## src/rtl/mdu_defs.sv

```systemverilog
// Shared definitions for the multiply/divide unit: operation codes and FSM states.
package mdu_defs;

  typedef enum logic [2:0] {
    MDU_NOP   = 3'd0,
    MDU_MULT  = 3'd1,
    MDU_MULTU = 3'd2,
    MDU_DIV   = 3'd3,
    MDU_DIVU  = 3'd4,
    MDU_MTHI  = 3'd5,
    MDU_MTLO  = 3'd6
  } mdu_op_e;

  typedef enum logic [1:0] {
    IDLE = 2'd0,
    MUL  = 2'd1,
    DIV  = 2'd2,
    FIX  = 2'd3
  } mdu_state_e;

endpackage

```

## src/rtl/mdu_div_step.sv

```systemverilog
// One restoring-division step on unsigned magnitudes; the caller iterates it WIDTH times.
module mdu_div_step #(
  parameter int WIDTH = 32
) (
  input  logic [WIDTH-1:0] rem,
  input  logic [WIDTH-1:0] quo,
  input  logic [WIDTH-1:0] divisor,
  output logic [WIDTH-1:0] rem_next,
  output logic [WIDTH-1:0] quo_next
);

  // quo doubles as the dividend shift register: its MSB feeds the remainder
  logic [WIDTH:0] rem_sh;
  logic [WIDTH:0] diff;
  logic           fits;

  always_comb begin
    rem_sh   = {rem, quo[WIDTH-1]};
    diff     = rem_sh - {1'b0, divisor};
    fits     = (rem_sh >= {1'b0, divisor});
    rem_next = fits ? diff[WIDTH-1:0] : rem_sh[WIDTH-1:0];
    quo_next = {quo[WIDTH-2:0], fits};
  end

endmodule

```

## src/rtl/mdu_hilo.sv

```systemverilog
// Multi-cycle multiply/divide unit owning HI/LO; busy interlocks HI/LO readers in ID.
module mdu_hilo
  import mdu_defs::*;
#(
  parameter int MUL_LAT = 2,
  parameter int WIDTH   = 32
) (
  input  logic             clk,
  input  logic             rst_n,
  input  logic             start,
  input  logic [2:0]       op,
  input  logic [WIDTH-1:0] rs_data,
  input  logic [WIDTH-1:0] rt_data,
  input  logic             flush,
  output logic             busy,
  output logic [WIDTH-1:0] hi,
  output logic [WIDTH-1:0] lo
);

  localparam int CNT_W = (WIDTH > 8) ? $clog2(WIDTH) : 3;

  mdu_state_e       state;
  logic [CNT_W-1:0] cnt;
  logic [WIDTH-1:0] op_a;
  logic [WIDTH-1:0] op_b;
  logic [WIDTH-1:0] rem;
  logic             mul_signed;
  logic             q_neg;
  logic             r_neg;

  logic [2*WIDTH-1:0] ext_a;
  logic [2*WIDTH-1:0] ext_b;
  logic [2*WIDTH-1:0] product;
  logic [WIDTH-1:0]   rem_nx;
  logic [WIDTH-1:0]   quo_nx;
  logic               accept;
  logic               div_signed;

  function automatic logic [WIDTH-1:0] cond_neg(input logic [WIDTH-1:0] v, input logic en);
    return en ? (~v + 1'b1) : v;
  endfunction

  function automatic logic [WIDTH-1:0] magnitude(input logic [WIDTH-1:0] v, input logic sgn);
    return cond_neg(v, sgn & v[WIDTH-1]);
  endfunction

  // Sign/zero extension to 2*WIDTH makes one truncated multiply serve both MULT and MULTU
  always_comb begin
    ext_a   = mul_signed ? {{WIDTH{op_a[WIDTH-1]}}, op_a} : {{WIDTH{1'b0}}, op_a};
    ext_b   = mul_signed ? {{WIDTH{op_b[WIDTH-1]}}, op_b} : {{WIDTH{1'b0}}, op_b};
    product = ext_a * ext_b;
  end

  assign accept     = start && !flush && (state == IDLE);
  assign div_signed = (op == MDU_DIV);

  mdu_div_step #(.WIDTH(WIDTH)) u_div_step (
    .rem      (rem),
    .quo      (op_a),
    .divisor  (op_b),
    .rem_next (rem_nx),
    .quo_next (quo_nx)
  );

  always_ff @(posedge clk or negedge rst_n) begin
    if (!rst_n) begin
      state      <= IDLE;
      busy       <= 1'b0;
      cnt        <= '0;
      op_a       <= '0;
      op_b       <= '0;
      rem        <= '0;
      mul_signed <= 1'b0;
      q_neg      <= 1'b0;
      r_neg      <= 1'b0;
      hi         <= '0;
      lo         <= '0;
    end else begin
      case (state)
        IDLE: begin
          if (accept) begin
            case (op)
              MDU_MTHI: hi <= rs_data;
              MDU_MTLO: lo <= rs_data;
              MDU_MULT, MDU_MULTU: begin
                op_a       <= rs_data;
                op_b       <= rt_data;
                mul_signed <= (op == MDU_MULT);
                cnt        <= CNT_W'(MUL_LAT - 1);
                state      <= MUL;
                busy       <= 1'b1;
              end
              MDU_DIV, MDU_DIVU: begin
                if (rt_data == '0) begin
                  hi <= rs_data;
                  lo <= '1;
                end else begin
                  op_a  <= magnitude(rs_data, div_signed);
                  op_b  <= magnitude(rt_data, div_signed);
                  rem   <= '0;
                  q_neg <= div_signed & (rs_data[WIDTH-1] ^ rt_data[WIDTH-1]);
                  r_neg <= div_signed & rs_data[WIDTH-1];
                  cnt   <= CNT_W'(WIDTH - 1);
                  state <= DIV;
                  busy  <= 1'b1;
                end
              end
              default: ;
            endcase
          end
        end
        MUL: begin
          if (cnt == '0) begin
            {hi, lo} <= product;
            state    <= IDLE;
            busy     <= 1'b0;
          end else begin
            cnt <= cnt - 1'b1;
          end
        end
        DIV: begin
          rem  <= rem_nx;
          op_a <= quo_nx;
          if (cnt == '0) state <= FIX;
          else           cnt   <= cnt - 1'b1;
        end
        FIX: begin
          hi    <= cond_neg(rem, r_neg);
          lo    <= cond_neg(op_a, q_neg);
          state <= IDLE;
          busy  <= 1'b0;
        end
        default: begin
          state <= IDLE;
          busy  <= 1'b0;
        end
      endcase
    end
  end

endmodule

```

## config.mk

```make
export PLATFORM = sky130hd
export DESIGN_NAME = mdu_hilo
export DESIGN_NICKNAME = d
export VERILOG_FILES = /design/src/rtl/mdu_defs.sv /design/src/rtl/mdu_div_step.sv /design/src/rtl/mdu_hilo.sv
export SDC_FILE = /design/constraint.sdc
export NUM_CORES = 2
export LEC_CHECK = 0
export ABC_CLOCK_PERIOD_IN_PS = 17520
export CAP_MARGIN = 15
export CORE_MARGIN = 2
export CORE_UTILIZATION = 55
export CTS_BUF_LIST = sky130_fd_sc_hd__clkbuf_4
export CTS_CLUSTER_DIAMETER = 100
export DETAILED_ROUTE_END_ITERATION = 10
export GPL_TIMING_DRIVEN = 0
export MAX_ROUTING_LAYER = met4
export PLACE_DENSITY = 0.69
export SETUP_SLACK_MARGIN = 0.5
export SLEW_MARGIN = 10
export SYNTH_ARGS = -nofsm -noshare
export SYNTH_HDL_FRONTEND = slang
export SYNTH_HIERARCHICAL = 1
export SYNTH_SLANG_ARGS = --single-unit
```

## constraint.sdc

```tcl
create_clock -name clk -period 17.52 [get_ports clk]
set_input_delay 3.504 -clock clk [delete_from_list [all_inputs] [get_ports clk]]
set_output_delay 3.504 -clock clk [all_outputs]
set_load 0.02 [all_outputs]
```

=== After elaboration in Yosys (flattened, before gate mapping) ===
Index checks and enable logic that the tools add are counted.
W data, S select, Z words.

* Register bits: 171
* Bits of input ports: 71
* Output and inout port bits: 65
* Word-level logic and storage cells: 115

* $add $sub $neg: 6
* Multipliers: 1
* Magnitude comparators: 1
* Equal/unequal tests: 21
* Multiplexer cells: 43
* Bitwise operators: 9
* Reduce and logical (&&, ||, !) cells: 23

{| class="wikitable"
|+ Operators with widths
! kind !! number
|-
| $mux W32 || 17
|-
| $pmux W32 S2 || 6
|-
| $pmux W32 S3 || 2
|-
| $add A32 B1 Y32 const B || 4
|-
| $mux W64 || 2
|-
| $not A32 Y32 || 4
|-
| $mul A64 B64 Y64 || 1
|-
| $ge A33 B32 Y1 || 1
|-
| $logic_not A32 Y1 || 1
|-
| $sub A32 B32 Y32 || 1
|-
| $reduce_and A5 Y1 || 5
|-
| $pmux W5 S2 || 2
|-
| $reduce_and A4 Y1 || 4
|-
| $mux W5 || 3
|-
| $ne A2 B2 Y1 const B || 6
|-
| $eq A3 B3 Y1 const B || 3
|-
| $ne A3 B1 Y1 const B || 3
|-
| $mux W2 || 4
|-
| $pmux W2 S4 || 1
|-
| $eq A3 B2 Y1 const B || 2
|-
| $ne A3 B3 Y1 const B || 2
|-
| $reduce_bool A2 Y1 || 3
|-
| $reduce_or A2 Y1 || 3
|-
| $logic_not A5 Y1 || 1
|-
| other kinds (17) || 23
|}

=== Logic depth before layout (Yosys ltp) ===
* Depth in word-level cells: 7
* Depth in mapped cells: 36
* Depth with buffers taken out: 33

=== By module ===
The synthesis kept the hierarchy.

{| class="wikitable"
|+ By module, submodules not included
! module !! instances !! cells each !! area an instance (µm²) !! seq. area each (µm²)
|-
| mdu_hilo || 1 || 6427 || 58633.7 || 4279.1
|-
| mdu_div_step || 1 || 355 || 2571.2 || 0.0
|}

=== Worst setup path after synthesis ===
Ideal clock, no wire load.

* Kind: register to register
* Start point: reg op_a[31]
* End point: reg hi[29]
* Library setup time: 0.136 ns
* Data arrival time: 8.881 ns
* Data required time: 17.384 ns
* Path slack: 8.504 ns
* Stages on the path, launching flop included: 34
* Buffers on the path: 3
* Period minus slack after synthesis: 9.016 ns
* Cells stage by stage: dfrtp_1 and2_1 clkbuf_1 clkbuf_1 nand2_1 inv_1 fa_1 inv_1 fa_1 inv_1 fa_1 inv_1 fa_1 inv_1 fa_1 fa_1 fa_1 fa_1 fa_1 inv_1 fa_1 inv_1 ha_1 clkbuf_1 a21oi_1 o21ai_0 a21oi_1 nor2_1 o211ai_1 and3_1 a21oi_1 nor2_1 o41ai_1 a31oi_1

* Cells in the longest elaborated chain, start to end: 4

{| class="wikitable"
|+ Ends and longest elaborated chain
! item !! line !! text
|-
| start, declared || mdu_hilo.sv:24 || <nowiki>logic [WIDTH-1:0] op_a;</nowiki>
|-
| start signal, assigned || mdu_hilo.sv:86 || <nowiki>op_a <= rs_data;</nowiki>
|-
| start signal, assigned || mdu_hilo.sv:98 || <nowiki>op_a <= magnitude(rs_data, div_signed);</nowiki>
|-
| start signal, assigned || mdu_hilo.sv:123 || <nowiki>op_a <= quo_nx;</nowiki>
|-
| $mux W64 || mdu_hilo.sv:49 || <nowiki>ext_a = mul_signed ? {{WIDTH{op_a[WIDTH-1]}}, op_a} : {{WIDTH{1'b0}}, op_a};</nowiki>
|-
| $mul A64 B64 Y64 || mdu_hilo.sv:51 || <nowiki>product = ext_a * ext_b;</nowiki>
|-
| $mux W32 || mdu_hilo.sv:113 || <nowiki>if (cnt == '0) begin</nowiki>
|-
| $pmux W32 S3 || mdu_hilo.sv:79 || <nowiki>case (state)</nowiki>
|-
| end signal, assigned || mdu_hilo.sv:83 || <nowiki>MDU_MTHI: hi <= rs_data;</nowiki>
|-
| end signal, assigned || mdu_hilo.sv:114 || <nowiki>{hi, lo} <= product;</nowiki>
|-
| end signal, assigned || mdu_hilo.sv:128 || <nowiki>hi <= cond_neg(rem, r_neg);</nowiki>
|-
| end, declared || mdu_hilo.sv:16 || <nowiki>output logic [WIDTH-1:0] hi,</nowiki>
|}

No other way between the ends. The select of a mux whose other input is x is not followed.
A chain may end at the register's enable or synchronous reset.

=== Worst setup path after layout ===
* Start point: reg mul_signed
* End point: reg hi[29]

* Cells in the longest elaborated chain, start to end: 4
* Elaborated cells on any way between the ends: 5
* Classes of those cells: 1 x mul; 4 x mux

{| class="wikitable"
|+ Ends and longest elaborated chain
! item !! line !! text
|-
| start, declared || mdu_hilo.sv:27 || <nowiki>logic mul_signed;</nowiki>
|-
| start signal, assigned || mdu_hilo.sv:88 || <nowiki>mul_signed <= (op == MDU_MULT);</nowiki>
|-
| $mux W64 (on tied branches) || mdu_hilo.sv:49, mdu_hilo.sv:50 ||
|-
| $mul A64 B64 Y64 (*) || mdu_hilo.sv:51 ||
|-
| $mux W32 (*) || mdu_hilo.sv:113 ||
|-
| $pmux W32 S3 (*) || mdu_hilo.sv:79 ||
|}

Mark *: on every way between the ends. The rest lies on a longest branch, timed or not. The select of a mux whose other input is x is not followed.

==> impl_results.md <==
- Worst setup EP type: register
- WP data arrival: 13.31 ns
- Register area share after synthesis: 6.99%
- Wire per inst: 30.7 microns
- Avg Cell Area, Syn: 9.02 sq um
- Number of I/O pins: 136
- # resized after CTS: 0
- Critical Path RT: 18.05 ns
- Number of cell rows: 122
- Final Max Slew Viols: 0
- Max transition margin: 5.38%
- Clk sinks: 171
- Area Overhead vs Synth: 6.81%
- DRT met1 WL: 95200 microns
- RSZ-0062 raised after global routing: no
- Mapped Nets: 8623
- Count leader, synth: inv_1
- WL final: 261000 microns
- Vias in the first global route: 51.3k
- Worst path bufs/invs: 9
- Die H: 338 microns
- Die ar.: 114000 sq um
- Final-layout fill cell count: 10.2k
- DRC Markers: 0
- Post-CTS Setup Repair Bufs: 0
- Beginning of the worst register-to-register path: mul_signed$_DFFE_PN0P_
- Min-delay src: lo[11]$_DFFE_PN0P_
- Yosys top cell area share: 46.4%
- Synth area leader: fa_1
- Final setup viols: 0
- Metal2 WL: 110000 microns
- Setup crit start kind: register
- Total track usage: 48.6%
- Pin count of the biggest net entering global routing: 70
- CORE AREA: 111000 sq um
- H-tree levels: 4
- Worst Setup SP: mul_signed$_DFFE_PN0P_
- Post-synth EDFFs: 0
- Worst hold path type: register to register
- Max-cap violations: 0
- Top fanout value on the critical path: 10
- Status: finished, final reports clean
- Final Hold Fails: 0
- Period utilization: 72.9%
- HPWL after DPL: 221000 microns
- Starting Density: 55.4%
- FMAX: 78.2 MHz
- DR iter-0 viols: 5898
- Yosys warns: 6
- Crit path kind: register to register
- Top post-synthesis cells by area: fa_1 46%, inv_1 9.8%, ha_1 7.2%, dfrtp_1 7.0%, and2_1 5.9%
- Vias post-DR: 50.5k
- DR WL met3: 33500 microns
- Post-CTS Hold Fix Bufs: 0
- #FFs+latches synth: 171
- Worst path slowest cell: fa_1
- CTS tree: done
- Global placer's final weighted congestion: 1.09
- Most used DFF post-synth: dfrtp_1
- Overflow after GRT: 0
- 1st-pass router iterations: 6
- Top delay family on crit path: adder cells
- CTS buffer count: 17
- Initial antenna violation count: 33
- Min Tclk post-route: 12.78 ns
- Ratio of cells with drive above 1 in the final layout: 3.25%
- CTS root buf: clkbuf_4
- Cell area after synthesis: 61200 sq um
- Final TNS setup: 0 ns
- Chip Width: 338 microns
- Ys async rst share: 100%
- I/O Buffers: 134
- Post-Syn Instances: 6782
- Clock transition at path regs: 0.17 ns
- CP most frequent cell: fa_1
- Clock skew: 0.0738 ns
- Worst-Margin Slew: 1.42 ns
- Clock buffer depth: 2
- Fin nets: 8810
- Most frequent cells after synthesis: 1591 x inv_1, 1420 x fa_1, 799 x nand2_1
- Insertion delay to the later sink of the worst-skew pair: 0.70 ns
- Distinct cells, synth: 95
- Largest stage delay, worst path: 1.00 ns
- ANT nets after route: 0
- First-pass GRT wire length: 371000 microns
- Highest routing layer actually used: met4
- Vias/cell: 5.93
-- layout by cell type, fill, tap and decap left out, types with 15 or more instances in the layout --
cell / netlist / final
buf_1: 24 / 21
nand2_1: 799 / 798
nor2_1: 162 / 161
dfrtp_1: 171 / 171
xor2_1: 57 / 57
fa_1: 1420 / 1420
clkbuf_4: 0 / 18
or3_1: 19 / 19
a31oi_1: 33 / 33
nor4_1: 16 / 15
o21bai_1: 17 / 17
a22oi_1: 22 / 22
nand4_1: 23 / 23
buf_4: 32 / 33
nand3_1: 34 / 34
buf_8: 0 / 22
and2_1: 577 / 577
clkbuf_1: 328 / 312
inv_1: 1591 / 1590
and3_1: 31 / 31
o31ai_1: 30 / 30
a21o_1: 55 / 55
clkdlybuf4s50_1: 0 / 133
nor2b_1: 19 / 19
mux2_2: 27 / 27
a221oi_1: 37 / 37
nor3_1: 37 / 37
nand2b_1: 17 / 17
clkbuf_2: 3 / 19
ha_1: 350 / 350
diode_2: 0 / 34
a211oi_1: 16 / 16
xnor2_1: 195 / 195
a21oi_1: 183 / 183
o21ai_0: 230 / 229
o21a_1: 36 / 36
-- layer usage --
layer  up-vias  GRT usage, %
met2      3235          67.8
met5         -             -
met3       691          15.9
li1      20600             -
met4         0          31.6
met1     25900          60.5
-- final timing paths --
| check | endpoint | slack (ns) | depth (start not counted) |
|---|---|---|---|
| max | hi[29]$_DFFE_PN0P_ | 4.74 | 30 |
| min | lo[11]$_DFFE_PN0P_ | 0.50 | 1 |
| max reg2reg | hi[29]$_DFFE_PN0P_ | 4.74 | 30 |
| min reg2reg | lo[11]$_DFFE_PN0P_ | 0.50 | 1 |
| max in group asynchronous | op_b[28]$_DFFE_PN0P_ | 13.76 | 3 |
| min in group asynchronous | rem[12]$_DFFE_PN0P_ | 2.71 | 1 |
-- area by class of cell --
type,count,area (sq um),area share (%)
antenna,34,85.1,0.130
timing repair buffer,168,1870,2.86
sequential,171,4280,6.55
buffer,401,1700,2.60
clock buffer,18,135,0.207
multi-input combinational,4618,49300,75.4
clock inverter,14,176,0.270
inverter,1592,5980,9.14
tap,1488,1860,2.85
-- per-stage QoR --
| step | cells | hold slack (ns) | cell area, sq um | worst slack [ns] | util, % |
|---|---|---|---|---|---|
| floorplan | 6782 | 0.463 | 61200 | 8.50 | - |
| global placement | 8404 | 0.463 | 64400 | 4.72 | 58.3 |
| detailed placement | 8428 | 0.469 | 64800 | 4.73 | 58.7 |
| CTS | 8460 | 0.505 | 65100 | 4.70 | 58.9 |
| global route | 8486 | 0.520 | 65300 | 4.65 | 59.1 |
| finish | 8504 | 0.503 | 65400 | 4.74 | 59.2 |
-- flip-flops by register name, indices dropped and copies added, names as in the netlist --
| name | count |
|---|---|
| hi | 32 |
| lo | 32 |
| op_a | 32 |
| op_b | 32 |
| rem | 32 |
| cnt | 5 |
| state | 2 |
| busy | 1 |
| mul_signed | 1 |
| q_neg | 1 |
| r_neg | 1 |
-- cells by family after synthesis --
family | synth area share (%)
muxes | 0.897
buffers and inverters | 12.5
xor gates and xnor gates | 3.61
AOI/OAI and AO/OA | 7.87
DFF | 6.99
and+or+nand+nor | 14.5
adders and majority gates | 53.7
Power is not shown: default switching activity piles up to over one toggle a cycle in this logic, so the estimate is an artifact.
